[src/rtl/im_loader.sv]
// ---------------------------------------------------------------------------
// im_loader
//   Receives a program image byte-by-byte from a UART receiver and writes it
//   into instruction memory one 32-bit word at a time.
//
//   Stream: N (16-bit LE), N words (4 bytes each, LE), 1 checksum byte that
//   equals the XOR of every preceding byte of the stream.
//
// Ports
//   clk       system clock, rising edge
//   rst       asynchronous active-high reset
//   start     one-cycle load request (honoured only when not busy)
//   rx_data   received byte, qualified by rx_valid
//   rx_valid  one-cycle strobe per received byte
//   we        one-cycle instruction-memory write enable
//   waddr     byte address of the word being written (multiple of 4)
//   wdata     assembled 32-bit word
//   busy      high while a load is in progress
//   done      level, high after a successful load
//   err       level, high after a failed load
//   err_code  01 bad length, 10 checksum mismatch, 11 timeout, 00 otherwise
// ---------------------------------------------------------------------------
module im_loader #(
  parameter int ADDR_W         = 16,
  parameter int MAX_WORDS      = 64,
  parameter int TIMEOUT_CYCLES = 100000
) (
  input  logic              clk,
  input  logic              rst,
  input  logic              start,
  input  logic [7:0]        rx_data,
  input  logic              rx_valid,
  output logic              we,
  output logic [ADDR_W-1:0] waddr,
  output logic [31:0]       wdata,
  output logic              busy,
  output logic              done,
  output logic              err,
  output logic [1:0]        err_code
);

  localparam int GAP_W = $clog2(TIMEOUT_CYCLES + 1);
  // Gap value at which the next idle cycle makes the count hit the limit.
  localparam logic [GAP_W-1:0] GAP_LAST = GAP_W'(TIMEOUT_CYCLES - 1);
  localparam logic [15:0]      MAX_N    = 16'(MAX_WORDS);

  typedef enum logic [2:0] {
    IDLE, LEN_LO, LEN_HI, DATA, CHECK, DONE, ERR
  } state_t;

  state_t            state, state_n;
  logic [15:0]       len, len_n;
  logic [15:0]       word_idx, word_idx_n;
  logic [1:0]        byte_idx, byte_idx_n;
  logic [23:0]       part, part_n;
  logic [7:0]        csum, csum_n;
  logic [GAP_W-1:0]  gap, gap_n;
  logic              we_n;
  logic [ADDR_W-1:0] waddr_n;
  logic [31:0]       wdata_n;
  logic [1:0]        code_n;
  logic [15:0]       n_rx;

  // Full length as it will be once the high byte in rx_data is taken.
  assign n_rx = {rx_data, len[7:0]};

  assign busy = (state == LEN_LO) || (state == LEN_HI) ||
                (state == DATA)   || (state == CHECK);
  assign done = (state == DONE);
  assign err  = (state == ERR);

  always_comb begin
    state_n    = state;
    len_n      = len;
    word_idx_n = word_idx;
    byte_idx_n = byte_idx;
    part_n     = part;
    csum_n     = csum;
    gap_n      = gap;
    we_n       = 1'b0;
    waddr_n    = waddr;
    wdata_n    = wdata;
    code_n     = err_code;

    case (state)
      IDLE, DONE, ERR: begin
        if (start) begin
          state_n    = LEN_LO;
          len_n      = '0;
          word_idx_n = '0;
          byte_idx_n = '0;
          csum_n     = '0;
          gap_n      = '0;
          code_n     = 2'b00;
        end
      end
      default: begin
        // rx_valid wins over an expiring gap counter in the same cycle.
        if (rx_valid) begin
          gap_n = '0;
          case (state)
            LEN_LO: begin
              len_n   = {8'h00, rx_data};
              csum_n  = csum ^ rx_data;
              state_n = LEN_HI;
            end
            LEN_HI: begin
              len_n  = n_rx;
              csum_n = csum ^ rx_data;
              if (n_rx == 16'd0 || n_rx > MAX_N) begin
                state_n = ERR;
                code_n  = 2'b01;
              end else begin
                state_n = DATA;
              end
            end
            DATA: begin
              csum_n     = csum ^ rx_data;
              byte_idx_n = byte_idx + 2'd1;
              case (byte_idx)
                2'd0: part_n[7:0]   = rx_data;
                2'd1: part_n[15:8]  = rx_data;
                2'd2: part_n[23:16] = rx_data;
                default: begin
                  we_n       = 1'b1;
                  wdata_n    = {rx_data, part};
                  waddr_n    = ADDR_W'({word_idx, 2'b00});
                  word_idx_n = word_idx + 16'd1;
                  if (word_idx == len - 16'd1) state_n = CHECK;
                end
              endcase
            end
            default: begin
              if (rx_data == csum) begin
                state_n = DONE;
              end else begin
                state_n = ERR;
                code_n  = 2'b10;
              end
            end
          endcase
        end else if (gap == GAP_LAST) begin
          state_n = ERR;
          code_n  = 2'b11;
        end else begin
          gap_n = gap + 1'b1;
        end
      end
    endcase
  end

  // Register stage: all state, counters and write-port outputs.
  always_ff @(posedge clk or posedge rst) begin
    if (rst) begin
      state    <= IDLE;
      len      <= '0;
      word_idx <= '0;
      byte_idx <= '0;
      part     <= '0;
      csum     <= '0;
      gap      <= '0;
      we       <= 1'b0;
      waddr    <= '0;
      wdata    <= '0;
      err_code <= 2'b00;
    end else begin
      state    <= state_n;
      len      <= len_n;
      word_idx <= word_idx_n;
      byte_idx <= byte_idx_n;
      part     <= part_n;
      csum     <= csum_n;
      gap      <= gap_n;
      we       <= we_n;
      waddr    <= waddr_n;
      wdata    <= wdata_n;
      err_code <= code_n;
    end
  end

endmodule

[config.mk]
export PLATFORM = sky130hd
export DESIGN_NAME = im_loader
export DESIGN_NICKNAME = d
export VERILOG_FILES = /design/src/rtl/im_loader.sv
export SDC_FILE = /design/constraint.sdc
export NUM_CORES = 1
export LEC_CHECK = 0
export CAP_MARGIN = 40
export CORE_MARGIN = 3
export CORE_UTILIZATION = 57
export CTS_CLUSTER_DIAMETER = 30
export DETAILED_ROUTE_END_ITERATION = 6
export GPL_TIMING_DRIVEN = 0
export PLACE_DENSITY = 0.8
export SYNTH_ARGS = -nofsm -noshare
export SYNTH_HDL_FRONTEND = slang
export SYNTH_SLANG_ARGS = --single-unit
[constraint.sdc]
create_clock -name clk -period 5.6 [get_ports clk]
set_clock_uncertainty 0.1 [all_clocks]
set_input_delay 1.12 -clock clk [delete_from_list [all_inputs] [get_ports clk]]
set_output_delay 1.12 -clock clk [all_outputs]
set_load 0.005 [all_outputs]
==> results of run 1 <==
[area by class of cell]
type / instances / area share [%]
Tap cell: 140 / 2.18
Buffer: 42 / 2.80
Timing Repair Buffer: 55 / 7.06
Inverter: 26 / 1.27
Multi-Input combinational cell: 513 / 37.3
Sequential cell: 135 / 42.0
Clock buffer: 20 / 5.55
Clock inverter: 12 / 1.88
[cells in the final DEF, fill, tap and decap left out, drive strengths merged, types with 2 or more instances in the layout]
cell / count
nand2: 182
dfrtp: 135
clkdlybuf4s50: 54
nor2: 47
clkbuf: 47
o21ai: 42
xnor2: 39
a21oi: 37
mux2: 29
inv: 27
nand3: 26
buf: 16
nor3: 14
xor2: 12
nand4: 9
and3: 9
ha: 8
or3: 8
clkinv: 6
nor4: 6
mux2i: 3
o211ai: 3
nand2b: 3
bufinv: 3
a22oi: 3
o22ai: 2
o21bai: 2
nor2b: 2
and4: 2
o2111ai: 2
a21o: 2
conb: 2
clkinvlp: 2
a31oi: 2
[sequential cells by signal, indices dropped and copies added, names as in the netlist]
register / count
len: 16
csum: 8
state: 3
we: 1
waddr: 14
part: 24
word_idx: 16
gap: 17
wdata: 32
err_code: 2
byte_idx: 2
[through the flow]
step / total power [µW] / hold WS (ns) / area, µm² / setup TNS [ns] / utilization [%]
5_1_grt: 4090 / 0.397 / 8050 / 0 / 72.0
4_1_cts: 3860 / 0.371 / 8050 / 0 / 72.0
3_3_place_gp: 2640 / 0.345 / 7420 / -116.79 / 66.4
2_1_floorplan: 2360 / 0.333 / 6700 / 0 / -
3_5_place_dp: 2710 / 0.350 / 7450 / 0 / 66.7
6_report: 3870 / 0.367 / 8050 / 0 / 72.0
[metal layers]
layer | GRT usage (%) | routed length [µm]
met1 | 32.9 | 6690
met2 | 43.7 | 7950
met5 | 0 | 0
met3 | 6.98 | 942
met4 | 9.90 | 373
[where the power goes]
group / switching [µW] / leakage, µW / internal (µW)
Sequential: 171 / 0.00183 / 1180
Clock: 424 / 0.000290 / 711
Combinational: 772 / 0.00155 / 616
Total: 1370 / 0.00366 / 2500
[path summary, 6_finish.rpt]
check,startpoint,endpoint,cells after the start
hold / removal,part[15],wdata[15],2
max in group asynchronous,rst,err_code[0],3
hold reg to reg,part[15],wdata[15],2
setup reg to reg,len[2],state[1],8
min in group asynchronous,rst,waddr[3],2
setup / recovery,state[1],busy,4
[worst register-to-register path: stages, from the launching register on]
cell	delay [ns]
sky130_fd_sc_hd__dfrtp_1	0.37
sky130_fd_sc_hd__buf_6	0.14
sky130_fd_sc_hd__or3_4	0.41
sky130_fd_sc_hd__nor3_2	0.21
sky130_fd_sc_hd__mux2_2	0.37
sky130_fd_sc_hd__a22oi_1	0.24
sky130_fd_sc_hd__a22oi_2	0.13
sky130_fd_sc_hd__a31oi_4	0.25
sky130_fd_sc_hd__mux2_4	0.33
[kinds of logic after synthesis]
kind of cell | share of synthesized area [%]
adder cells (fa/ha/maj) | 1.49
AND/OR/NAND/NOR | 21.4
XOR/XNOR | 6.67
flip-flops | 50.4
multiplexers | 5.43
buffers and inverters | 4.82
other | 0.0560
AO/OA/AOI/OAI | 9.67
==> impl_results.html, run 1 <==
<table>
<tr><th>Metric</th><th>Value</th></tr>
<tr><th colspan="2">Outcome</th></tr>
<tr><td>Outcome</td><td>completed</td></tr>
<tr><th colspan="2">Route</th></tr>
<tr><td>Wire length after detailed routing</td><td>approximately 16000 µm</td></tr>
<tr><td>Number of nets still failing antenna checks after routing</td><td>0</td></tr>
<tr><td>Iteration-0 DRC count of the detailed router</td><td>441</td></tr>
<tr><td>Iteration count of the initial detailed-routing pass</td><td>5</td></tr>
<tr><td>Number of remaining DRC errors</td><td>0</td></tr>
<tr><td>Vias per inst</td><td>roughly 5.7</td></tr>
<tr><td>Routed WL per cell</td><td>approximately 17 µm</td></tr>
<tr><td>Via count</td><td>5397</td></tr>
<tr><th colspan="2">GRT</th></tr>
<tr><td>Via count of the first global-routing pass</td><td>around 5500</td></tr>
<tr><td>Grt ovf</td><td>0</td></tr>
<tr><td>All-Layer GR Usage</td><td>26.2%</td></tr>
<tr><td>Global-route wire length before repair</td><td>~27000 µm</td></tr>
<tr><td>Antenna violations before repair</td><td>0</td></tr>
<tr><td>Maximum number of pins on one net before global-route repair</td><td>just under 90</td></tr>
<tr><th colspan="2">Synthesis</th></tr>
<tr><td>Number of synthesized flops with an enable pin</td><td>0</td></tr>
<tr><td>Synth Area per Inst</td><td>about 9.4 µm²</td></tr>
<tr><td>Flip-flop and latch count after synthesis</td><td>approximately 140</td></tr>
<tr><td>Cell accounting for the most synthesized area</td><td>sky130_fd_sc_hd__dfrtp_1</td></tr>
<tr><td>Synth top area cells</td><td>sky130_fd_sc_hd__dfrtp_1 (50%), sky130_fd_sc_hd__nand2_1 (10%), sky130_fd_sc_hd__xnor2_1 (5.1%), sky130_fd_sc_hd__mux2_2 (4.5%), sky130_fd_sc_hd__o21ai_0 (3.0%)</td></tr>
<tr><td>Proportion of synthesized flip-flops having asynchronous set or reset</td><td>100%</td></tr>
<tr><td>Number of standard cells after synthesis</td><td>around 720</td></tr>
<tr><td>Share of the synthesized area in the top cell type</td><td>about half</td></tr>
<tr><td>Yosys warning count</td><td>0</td></tr>
<tr><td>Most frequently used cell type in the post-synthesis netlist</td><td>sky130_fd_sc_hd__nand2_1</td></tr>
<tr><td>Synth cell types</td><td>between 60 and 70</td></tr>
<tr><td>Sequential cell area fraction in the yosys report</td><td>approximately half</td></tr>
<tr><td>Commonest cells in the netlist</td><td>sky130_fd_sc_hd__nand2_1 (182), sky130_fd_sc_hd__dfrtp_1 (135), sky130_fd_sc_hd__nor2_1 (46), sky130_fd_sc_hd__o21ai_0 (40), sky130_fd_sc_hd__xnor2_1 (39)</td></tr>
<tr><td>Most used DFF post-synth</td><td>sky130_fd_sc_hd__dfrtp_1</td></tr>
<tr><td>Total standard cell area after synthesis</td><td>between 0.006 and 0.007 mm²</td></tr>
<tr><th colspan="2">Setup path</th></tr>
<tr><td>Critical Path RT</td><td>roughly 4.4 ns</td></tr>
<tr><td>Cell chain of the critical path</td><td>clkbuf_8 &gt; nor2_1 &gt; xnor2_1 &gt; clkdlybuf4s50_1</td></tr>
<tr><td>Worst path bufs/invs</td><td>2</td></tr>
<tr><td>Reg2reg setup slack</td><td>approximately 3 ns</td></tr>
<tr><td>Endpoint type of the worst setup path</td><td>primary output</td></tr>
<tr><td>Cell class contributing the biggest share of worst-path delay</td><td>buffers and inverters</td></tr>
<tr><td>Critical path fanouts, max</td><td>10</td></tr>
<tr><td>Cell with the biggest individual delay on the critical path</td><td>sky130_fd_sc_hd__nor2_1</td></tr>
<tr><td>Type of the setup path with the least slack</td><td>flip-flop to primary output</td></tr>
<tr><td>Delay of the slowest critical-path stage</td><td>approximately 0.54 ns</td></tr>
<tr><td>Type of element launching the critical path</td><td>flip-flop</td></tr>
<tr><td>Arrival time at the worst endpoint</td><td>roughly 2.2 ns</td></tr>
<tr><th colspan="2">STA</th></tr>
<tr><td>Number of pins exceeding their max-slew limit in the final report</td><td>0</td></tr>
<tr><td>Final-report setup violation count</td><td>0</td></tr>
<tr><td>Final critical-path share of the clock period</td><td>around 62%</td></tr>
<tr><td>Min setup slack post-route</td><td>between 2 and 2.5 ns</td></tr>
<tr><td>Slew of the pin with the lowest slew margin</td><td>between 0.7 and 0.8 ns</td></tr>
<tr><td>Peak Freq</td><td>between 0.2 and 0.3 GHz</td></tr>
<tr><td>Final-report hold violation count</td><td>0</td></tr>
<tr><td>Minimum clock period</td><td>around 3.5 ns</td></tr>
<tr><td>Headroom to the max-slew limit</td><td>about half</td></tr>
<tr><td>RSZ-0062 raised after global routing</td><td>no</td></tr>
<tr><th colspan="2">Layout</th></tr>
<tr><td>Final Net Count</td><td>810</td></tr>
<tr><td>Fraction of layout instances using a drive strength above 1</td><td>approximately 11%</td></tr>
<tr><td>Non-filler instance count after layout</td><td>roughly 940</td></tr>
<tr><td>Filler instances</td><td>776</td></tr>
<tr><td>Footprint of the flip-flops and latches</td><td>approximately 0.0034 mm²</td></tr>
<tr><td>Diodes inserted</td><td>0</td></tr>
<tr><td>Area of the multi-input gates</td><td>between 0.003 and 0.004 mm²</td></tr>
<tr><td>Synthesis-to-finish area growth</td><td>20.1%</td></tr>
<tr><th colspan="2">Placement</th></tr>
<tr><td>Count of port buffers added during placement</td><td>54</td></tr>
<tr><td>Final weighted congestion in routability-driven placement</td><td>approximately 0.88</td></tr>
<tr><td>Dpl hpwl</td><td>between 10000 and 15000 µm</td></tr>
<tr><td>Dpl cells</td><td>911</td></tr>
<tr><td>Placement-stage worst setup slack</td><td>2.34 ns</td></tr>
<tr><th colspan="2">Floorplanning</th></tr>
<tr><td>DIE AREA</td><td>~0.013 mm²</td></tr>
<tr><td>Core box area</td><td>approximately 0.011 mm²</td></tr>
<tr><td>Initial core utilization</td><td>roughly 60%</td></tr>
<tr><td>Number of cell rows</td><td>38</td></tr>
<tr><td>Die span in y</td><td>114 µm</td></tr>
<tr><td>Die Wd</td><td>around 110 µm</td></tr>
<tr><td>Number of ports placed on the die boundary</td><td>66</td></tr>
<tr><th colspan="2">Power</th></tr>
<tr><td>PD cells</td><td>between 400 and 500 mW/mm²</td></tr>
<tr><td>Leakage power</td><td>roughly 0.0037 µW</td></tr>
<tr><td>Peak supply drop</td><td>slightly below 0.3 mV</td></tr>
<tr><th colspan="2">Clock tree</th></tr>
<tr><td>Number of resized instances in the post-cts repair step</td><td>0</td></tr>
<tr><td>Count of hold-fix buffers inserted at cts</td><td>0</td></tr>
<tr><td>Number of setup buffers added after CTS</td><td>0</td></tr>
<tr><td>Later-pin clock latency in the skew report</td><td>between 0.4 and 0.5 ns</td></tr>
<tr><td>Clock transition at the register clock pins on the worst setup and hold paths after CTS</td><td>around 0.06 ns</td></tr>
<tr><td>Bufs on Longest Clock Path</td><td>2</td></tr>
<tr><td>Number of buffers inserted during clock tree synthesis</td><td>17</td></tr>
<tr><td>Number of sinks handled by clock tree synthesis</td><td>135</td></tr>
<tr><td>Number of levels the H-tree was split into</td><td>4</td></tr>
<tr><td>Clock root buffer master</td><td>sky130_fd_sc_hd__clkbuf_16</td></tr>
<tr><td>Clock tree from TritonCTS</td><td>yes</td></tr>
<tr><th colspan="2">Job</th></tr>
<tr><td>Count of max-cap constraint violations</td><td>0</td></tr>
<tr><th colspan="2">Worst hold path</th></tr>
<tr><td>Tightest Hold Check Type</td><td>flip-flop to flip-flop</td></tr>
</table>
Note: power is estimated with default switching activity, not from simulation.
==> inputs of run 2 (changes only) <==
- clock period: 5.6 -> 3.38 ns (I/O delays scaled with it)
==> impl_results.html, run 2 (synthesis results as in run 1) <==
<table>
<tr><th>Metric</th><th>Value</th></tr>
<tr><th colspan="2">Outcome</th></tr>
<tr><td>Outcome</td><td>completed</td></tr>
<tr><th colspan="2">Floorplanning</th></tr>
<tr><td>Number of ports placed on the die boundary</td><td>66</td></tr>
<tr><td>DIE AREA</td><td>about 0.013 mm²</td></tr>
<tr><td>Number of cell rows</td><td>38</td></tr>
<tr><td>Core box area</td><td>0.0112 mm²</td></tr>
<tr><td>Initial core utilization</td><td>60.0%</td></tr>
<tr><td>Die Wd</td><td>around 110 µm</td></tr>
<tr><td>Die span in y</td><td>roughly 110 µm</td></tr>
<tr><th colspan="2">Route</th></tr>
<tr><td>Number of nets still failing antenna checks after routing</td><td>0</td></tr>
<tr><td>Wire length on met1</td><td>6900 µm</td></tr>
<tr><td>Wire length after detailed routing</td><td>approximately 16000 µm</td></tr>
<tr><td>Routed length on met3</td><td>about 660 µm</td></tr>
<tr><td>Top routing layer in use</td><td>met4</td></tr>
<tr><td>Iteration count of the initial detailed-routing pass</td><td>5</td></tr>
<tr><td>Vias per inst</td><td>5.67</td></tr>
<tr><td>Via count</td><td>about 5400</td></tr>
<tr><td>Routed WL per cell</td><td>about 17 µm</td></tr>
<tr><td>Sum of met2 wire segment lengths after detailed routing</td><td>7960 µm</td></tr>
<tr><td>Number of remaining DRC errors</td><td>0</td></tr>
<tr><td>Iteration-0 DRC count of the detailed router</td><td>370</td></tr>
<tr><th colspan="2">GRT</th></tr>
<tr><td>All-Layer GR Usage</td><td>25.7%</td></tr>
<tr><td>Via count of the first global-routing pass</td><td>approximately 5400</td></tr>
<tr><td>Global-route wire length before repair</td><td>approximately 27000 µm</td></tr>
<tr><td>Grt ovf</td><td>0</td></tr>
<tr><td>Antenna violations before repair</td><td>0</td></tr>
<tr><td>Maximum number of pins on one net before global-route repair</td><td>40</td></tr>
<tr><th colspan="2">STA</th></tr>
<tr><td>Worst hold slack</td><td>between 0.3 and 0.4 ns</td></tr>
<tr><td>Final-report hold violation count</td><td>0</td></tr>
<tr><td>Peak Freq</td><td>between 0.3 and 0.4 GHz</td></tr>
<tr><td>Headroom to the max-slew limit</td><td>~51%</td></tr>
<tr><td>RSZ-0062 raised after global routing</td><td>no</td></tr>
<tr><td>Final-report setup violation count</td><td>0</td></tr>
<tr><td>Slew of the pin with the lowest slew margin</td><td>around 0.73 ns</td></tr>
<tr><td>Number of pins exceeding their max-slew limit in the final report</td><td>0</td></tr>
<tr><td>Minimum clock period</td><td>between 3 and 4 ns</td></tr>
<tr><td>Final critical-path share of the clock period</td><td>89.9%</td></tr>
<tr><th colspan="2">Clock tree</th></tr>
<tr><td>Number of levels the H-tree was split into</td><td>4</td></tr>
<tr><td>Number of buffers inserted during clock tree synthesis</td><td>17</td></tr>
<tr><td>Count of hold-fix buffers inserted at cts</td><td>0</td></tr>
<tr><td>Number of resized instances in the post-cts repair step</td><td>0</td></tr>
<tr><td>Number of setup buffers added after CTS</td><td>0</td></tr>
<tr><td>Clock root buffer master</td><td>sky130_fd_sc_hd__clkbuf_16</td></tr>
<tr><td>Later-pin clock latency in the skew report</td><td>0.42 ns</td></tr>
<tr><td>Bufs on Longest Clock Path</td><td>2</td></tr>
<tr><td>Clock transition at the register clock pins on the worst setup and hold paths after CTS</td><td>approximately 0.06 ns</td></tr>
<tr><td>Clock tree from TritonCTS</td><td>yes</td></tr>
<tr><td>Number of sinks handled by clock tree synthesis</td><td>~140</td></tr>
<tr><th colspan="2">Job</th></tr>
<tr><td>Count of max-cap constraint violations</td><td>0</td></tr>
<tr><th colspan="2">Layout</th></tr>
<tr><td>Most frequent standard cell in the layout excluding fill and tap cells</td><td>sky130_fd_sc_hd__nand2_1</td></tr>
<tr><td>Flip-flop count of the largest register after layout</td><td>32</td></tr>
<tr><td>Design area</td><td>roughly 0.008 mm²</td></tr>
<tr><td>Top register by number of flip-flops</td><td>wdata</td></tr>
<tr><td>Registers with the most flip-flops</td><td>wdata x32, part x24, gap x17</td></tr>
<tr><td>Final Net Count</td><td>between 800 and 900</td></tr>
<tr><td>Synthesis-to-finish area growth</td><td>20.0%</td></tr>
<tr><td>Commonest cells after routing, fill and taps aside</td><td>sky130_fd_sc_hd__nand2_1 (182), sky130_fd_sc_hd__dfrtp_1 (135), sky130_fd_sc_hd__clkdlybuf4s50_1 (54)</td></tr>
<tr><td>Filler instances</td><td>834</td></tr>
<tr><td>Diodes inserted</td><td>0</td></tr>
<tr><td>Fraction of layout instances using a drive strength above 1</td><td>between 10% and 20%</td></tr>
<tr><th colspan="2">Power</th></tr>
<tr><td>Combinational share of power</td><td>between 30 and 40%</td></tr>
<tr><td>Peak supply drop</td><td>0.690 mV</td></tr>
<tr><td>Switching share of power</td><td>between 30% and 40%</td></tr>
<tr><td>Switching pwr</td><td>around 2200 µW</td></tr>
<tr><td>Sequential Power Share</td><td>35.6%</td></tr>
<tr><td>Share of power burned in the clock network</td><td>between 20% and 30%</td></tr>
<tr><td>Pint</td><td>roughly 4100 µW</td></tr>
<tr><td>Leakage power</td><td>roughly 0.0037 µW</td></tr>
<tr><td>PD cells</td><td>782 mW/mm²</td></tr>
<tr><th colspan="2">Placement</th></tr>
<tr><td>Final weighted congestion in routability-driven placement</td><td>around 0.88</td></tr>
<tr><td>Count of port buffers added during placement</td><td>54</td></tr>
<tr><td>Dpl hpwl</td><td>10900 µm</td></tr>
<tr><td>Instance area after placement</td><td>0.00748 mm²</td></tr>
<tr><th colspan="2">Worst hold path</th></tr>
<tr><td>Tightest Hold Check Type</td><td>flip-flop to flip-flop</td></tr>
<tr><td>Beginning of the worst hold path</td><td>part[4]</td></tr>
<tr><th colspan="2">Setup path</th></tr>
<tr><td>Arrival time at the worst endpoint</td><td>between 2 and 2.5 ns</td></tr>
<tr><td>Worst reg2reg path startpoint</td><td>len[2]</td></tr>
<tr><td>Critical Path RT</td><td>roughly 2.6 ns</td></tr>
<tr><td>Type of element launching the critical path</td><td>flip-flop</td></tr>
<tr><td>Critical Path Start</td><td>state[1]</td></tr>
<tr><td>Critical path fanouts, max</td><td>10</td></tr>
<tr><td>Endpoint type of the worst setup path</td><td>primary output</td></tr>
<tr><td>Type of the setup path with the least slack</td><td>flip-flop to primary output</td></tr>
</table>
==> run 2: changes by cell type in the layout (fill, tap and decap cells not counted) <==
cell,before,now
sky130_fd_sc_hd__buf_12,0,3
sky130_fd_sc_hd__clkinv_4,2,0
sky130_fd_sc_hd__clkinvlp_4,2,3
sky130_fd_sc_hd__bufinv_16,3,2
sky130_fd_sc_hd__buf_16,1,0
sky130_fd_sc_hd__inv_6,2,0
sky130_fd_sc_hd__clkinv_2,4,6
sky130_fd_sc_hd__clkbuf_1,26,27
==> run 2: area by class of cell <==
| cell class | count | area [µm²] | share of cell area (%) |
|---|---|---|---|
| Inverter | 26 | 101 | 1.26 |
| Timing Repair Buffer | 57 | 601 | 7.47 |
| Clock buffer | 21 | 450 | 5.60 |
| Buffer | 42 | 225 | 2.80 |
| Sequential cell | 135 | 3380 | 42.0 |
| Tap cell | 140 | 175 | 2.18 |
| Multi-Input combinational cell | 513 | 3000 | 37.4 |
| Clock inverter | 10 | 105 | 1.31 |
==> run 2: critical path: stages (launching register included) <==
cell	delay, ns
sky130_fd_sc_hd__dfrtp_1	0.40
sky130_fd_sc_hd__clkbuf_8	0.17
sky130_fd_sc_hd__nor2_1	0.57
sky130_fd_sc_hd__xnor2_1	0.19
sky130_fd_sc_hd__clkdlybuf4s50_1	0.52
==> run 2: routing by layer <==
layer	GRT usage [%]	vias to the layer above
met3	5.87	27
met4	9.74	0
met2	42.6	139
li1	-	2536
met1	33.1	2651
met5	0	-
==> run 2: worst paths after layout <==
path / end / slack, ns / cells past startpoint
max in group asynchronous: gap[14] / 1.75 / 4
hold / removal: wdata[4] / 0.36 / 2
setup / recovery: busy / 0.34 / 4
min in group asynchronous: waddr[5] / 0.56 / 2
setup reg to reg: state[2] / 0.68 / 8
hold reg to reg: wdata[4] / 0.36 / 2
==> run 2: through the flow <==
step	TNS (ns)	utilization, %	setup WS [ns]	std cells	total power [µW]
floorplan	0	-	0.925	716	3910
global placement	-24.25	66.4	-0.192	910	4390
detailed placement	0	67.0	0.608	913	4510
CTS	0	71.9	0.343	944	6290
global route	0	71.9	0.221	944	6640
finish	0	71.9	0.341	944	6290
==> run 2: power by group through the flow <==
| stage | sequential [µW] | combinational (µW) | clock [µW] |
|---|---|---|---|
| floorplan | 2180 | 1730 | 0 |
| global placement | 2240 | 2160 | 0 |
| detailed placement | 2250 | 2250 | 0 |
| CTS | 2230 | 2280 | 1780 |
| global route | 2280 | 2510 | 1850 |
| finish | 2240 | 2290 | 1760 |
